$ cat src/rtl/add_and_subtract_unit_pkg.sv
// Shared constants for the EX-stage arithmetic blocks.
//   XLEN : default datapath width, shared by the ALU and the add/subtract unit.
package add_and_subtract_unit_pkg;

   localparam int XLEN = 32;

endpackage : add_and_subtract_unit_pkg

$ cat src/rtl/add_and_subtract_unit_full_adder.sv
// One-bit full adder, the cell of the ripple-carry chain.
// Ports:
//   x, y : operand bits
//   cin  : carry in
//   s    : sum bit
//   co   : carry out
module full_adder (
   input  logic x,
   input  logic y,
   input  logic cin,
   output logic s,
   output logic co
);

   logic p;

   assign p  = x ^ y;
   assign s  = p ^ cin;
   assign co = (x & y) | (cin & p);

endmodule : full_adder

$ cat src/rtl/add_and_subtract_unit.sv
// Registered two's-complement adder/subtractor with carry-out.
// subtract=0 gives a + b; subtract=1 gives a + ~b + 1 = a - b.
// On subtract, cout is the inverted borrow (1 when a >= b unsigned).
// Results appear one cycle after the operands are sampled.
// Ports:
//   clk      : rising-edge clock
//   reset    : synchronous active-high reset, clears sum/cout
//   a        : first operand (minuend on subtract)
//   b        : second operand (subtrahend on subtract)
//   subtract : 0 add, 1 subtract
//   sum      : registered low WIDTH bits of the result
//   cout     : registered carry out of bit WIDTH-1
module add_and_subtract_unit
   import add_and_subtract_unit_pkg::*;
#(
   parameter int WIDTH = XLEN
) (
   input  logic             clk,
   input  logic             reset,
   input  logic [WIDTH-1:0] a,
   input  logic [WIDTH-1:0] b,
   input  logic             subtract,
   output logic [WIDTH-1:0] sum,
   output logic             cout
);

   logic [WIDTH-1:0] b_eff;
   logic [WIDTH:0]   carry;
   logic [WIDTH-1:0] s_next;

   logic [WIDTH-1:0] sum_d, sum_q;
   logic             cout_d, cout_q;

   // Inverting b and injecting subtract as carry-in forms the two's complement.
   assign b_eff    = b ^ {WIDTH{subtract}};
   assign carry[0] = subtract;

   for (genvar i = 0; i < WIDTH; i++) begin : g_rca
      full_adder u_fa (
         .x   (a[i]),
         .y   (b_eff[i]),
         .cin (carry[i]),
         .s   (s_next[i]),
         .co  (carry[i+1])
      );
   end

   always_comb begin
      sum_d  = s_next;
      cout_d = carry[WIDTH];
   end

   always_ff @(posedge clk) begin
      if (reset) begin
         sum_q  <= '0;
         cout_q <= 1'b0;
      end else begin
         sum_q  <= sum_d;
         cout_q <= cout_d;
      end
   end

   assign sum  = sum_q;
   assign cout = cout_q;

endmodule : add_and_subtract_unit

$ cat config.mk
export PLATFORM = sky130hd
export DESIGN_NAME = add_and_subtract_unit
export DESIGN_NICKNAME = d
export VERILOG_FILES = /design/src/rtl/add_and_subtract_unit_pkg.sv /design/src/rtl/add_and_subtract_unit_full_adder.sv /design/src/rtl/add_and_subtract_unit.sv
export SDC_FILE = /design/constraint.sdc
export NUM_CORES = 1
export LEC_CHECK = 0
export CORE_AREA = 2 2 77 79
export CTS_CLUSTER_DIAMETER = 40
export DETAILED_ROUTE_END_ITERATION = 8
export DIE_AREA = 0 0 79 81
export HOLD_SLACK_MARGIN = 0.05
export PLACE_DENSITY = 0.74
export SYNTH_ARGS = -nofsm -noshare
export SYNTH_HDL_FRONTEND = slang
export SYNTH_HIERARCHICAL = 1
export SYNTH_SLANG_ARGS = --single-unit
$ cat constraint.sdc
create_clock -name clk -period 16 [get_ports clk]
set_input_delay 2.4 -clock clk [delete_from_list [all_inputs] [get_ports clk]]
set_output_delay 2.4 -clock clk [all_outputs]
set_load 0.05 [all_outputs]
==> impl_metrics.toml <==
[timing]
setup_tns_ns = 0
slew_viol_final = 0
timing.fmax_mhz = 64.3
setup_viol = 0
timing.final.crit_period_ns = 15.54
rsz0062_at_grt = "false"
worst_slew_pin_slew_ns = 1.13
hold-worst-slack_ns = 2.57
timing.final.ws_setup_ns = 0.457
min_period_over_period_pct = 97.1
hold_viol_final = 0
slew_headroom_pct = 24.5

[cts]
h-tree-depth = 2
cts_root_buf = "clkbuf_8"
cts_sinks = 33
numCtsBuffers = 5
cts_tree = "yes"
hold_buffers = 0
clockBufferDepth = 2
clk_pin_slew_ns = 0.06

[run_status]
status = "finished clean"

[critical_path]
cpMostUsedCell = "fa_1"
crit_path_max_incr_delay_ns = 0.45
crit_start = "b[0]"
path_class = "in -> reg"
endpoint_kind = "flip-flop"
cp_max_fo = 1
start_kind = "input pin"
cp.required_ns = 16.12
cp.arrival_ns = 15.66
slowest_stage = "fa_1"

[global_route]
grt_util_met2_pct = 24.2
overflow = 0
grt_pass1_wl_um = 5670
gr-max-usage-layer = "met2"
grt_usage_pct = 12.1
grt_max_degree = 34
grt_use_met3_pct = 3.89
grt_pass1_vias = 1275
met1_usage_pct = 11.3
grt_antenna_before_repair = 0

[logic_synthesis]
synth-warning-count = 6
yosysSeqAreaShare_pct = 35.2
syn-num-nets = 236
synthMuxAreaShare_pct = 0
synthAdderAreaFrac_pct = 34.2
synthCells = 137
netlist_area_um2 = 1870
synth-simple-area-share_pct = 11.0
ys_seq_elements = 33
synthDistinctLibCells = 7
synth_top_family_by_area = "adder cells"
avgSynthCellArea_um2 = 13.7
synth_compound_area_share_pct = 0
synthXorXnorAreaFrac_pct = 15.0

[power]
peakVddDrop_v = 0.0000498
powerDensity_nw_per_um2 = 104
leakage_nw = 1.15

[drt]
wirelength_um = 3650
drcViolationCount = 0
vias_per_cell = 3.96
ant_nets = 0
firstDrtPassIters = 3
vias = 1241
drtIter0Drc = 17
wl_per_cell_um = 11.6

[floorplan]
num_io_pins = 100
die_y_um = 81
core_um2 = 5680
fp.dieW_um = 79
dieArea_um2 = 6400
start_util_pct = 33.0
row_count = 28

[layout]
final_nets = 337
area_growth_pct = 58.8
nFillCells = 517
layout_common_cells = "clkdlybuf4s50_1 (98), nor2b_1 (33), dfxtp_1 (33), xor2_1 (32), fa_1 (29)"
antennaDiodeCount = 0
layout_commonest_cell = "clkdlybuf4s50_1"
drive_gt1_share_pct = 5.04

[place]
io_buffers = 99
dpl_worst_slack_ns = -0.0347
post-dp-hpwl_um = 3130
gp_congestion = 0.707

[flow_run]
drv_cap = 0

[min_path]
min-delay-start = "subtract"
min_path_type = "in -> reg"
==> stage by stage <==
stage	cells	utilization [%]	total power, mW	cell area [um^2]
after floorplan	137	-	0.196	1870
after global placement	306	50.8	0.248	2880
after detailed placement	306	50.8	0.251	2880
after CTS	313	52.3	0.313	2970
after global routing	313	52.4	0.328	2980
final	313	52.4	0.309	2980
==> state kept, by name, indices dropped and copies added, names as in the netlist <==
| signal | count |
|---|---|
| sum | 32 |
| cout | 1 |
==> area by class of cell <==
class	instances	area, um^2	share of cell area (%)
multi-input cells	97	1130	38.1
repair buffers	101	1000	33.6
flip-flops and latches	33	661	22.2
well taps	75	93.8	3.15
clock buffers	7	86.3	2.90
==> cell usage after synthesis <==
cell type  number  area, um^2
dfxtp_1        33         661
fa_1           32         641
buf_2           3        15.0
buf_6           1        11.3
buf_12          3        60.1
xor2_1         32         280
nor2b_1        33         206
==> kinds of logic (layout without fill, tap and decap cells) <==
logic type	after synthesis	count (layout)
AND/OR/NAND/NOR	33	33
XOR/XNOR	32	32
flip-flops	33	33
adder cells (fa/ha/maj)	32	32
buffers and inverters	7	108
==> critical path: cells and delay by family <==
kind                     cells  cell delay (ns)
adder cells (fa/ha/maj)     32            12.52
AND/OR/NAND/NOR              1             0.14
buffers and inverters        1             0.42
XOR/XNOR                     1             0.17
==> layer usage <==
metal	wire, um	share of wire, %
met1	1210	33
met2	2130	59
met3	237	6.5
met4	61	1.7
met5	0	0
==> what timing repair did <==
action | 4_1_cts | 5_1_grt
setup buffers | 0 | 0
gates resized for setup | 0 | 3
endpoints found under the setup margin | 0 | 2
==> worst paths after layout <==
path,to,depth (start not counted)
worst min-delay path,sum[0],3
worst max-delay path,sum[31],35
==> power breakdown <==
group,internal [mW],switching [mW]
clock network,0.0341,0.0270
registers,0.0973,0.00345
logic,0.0626,0.0844
total,0.194,0.115
Power figures use the tool's default switching activity.
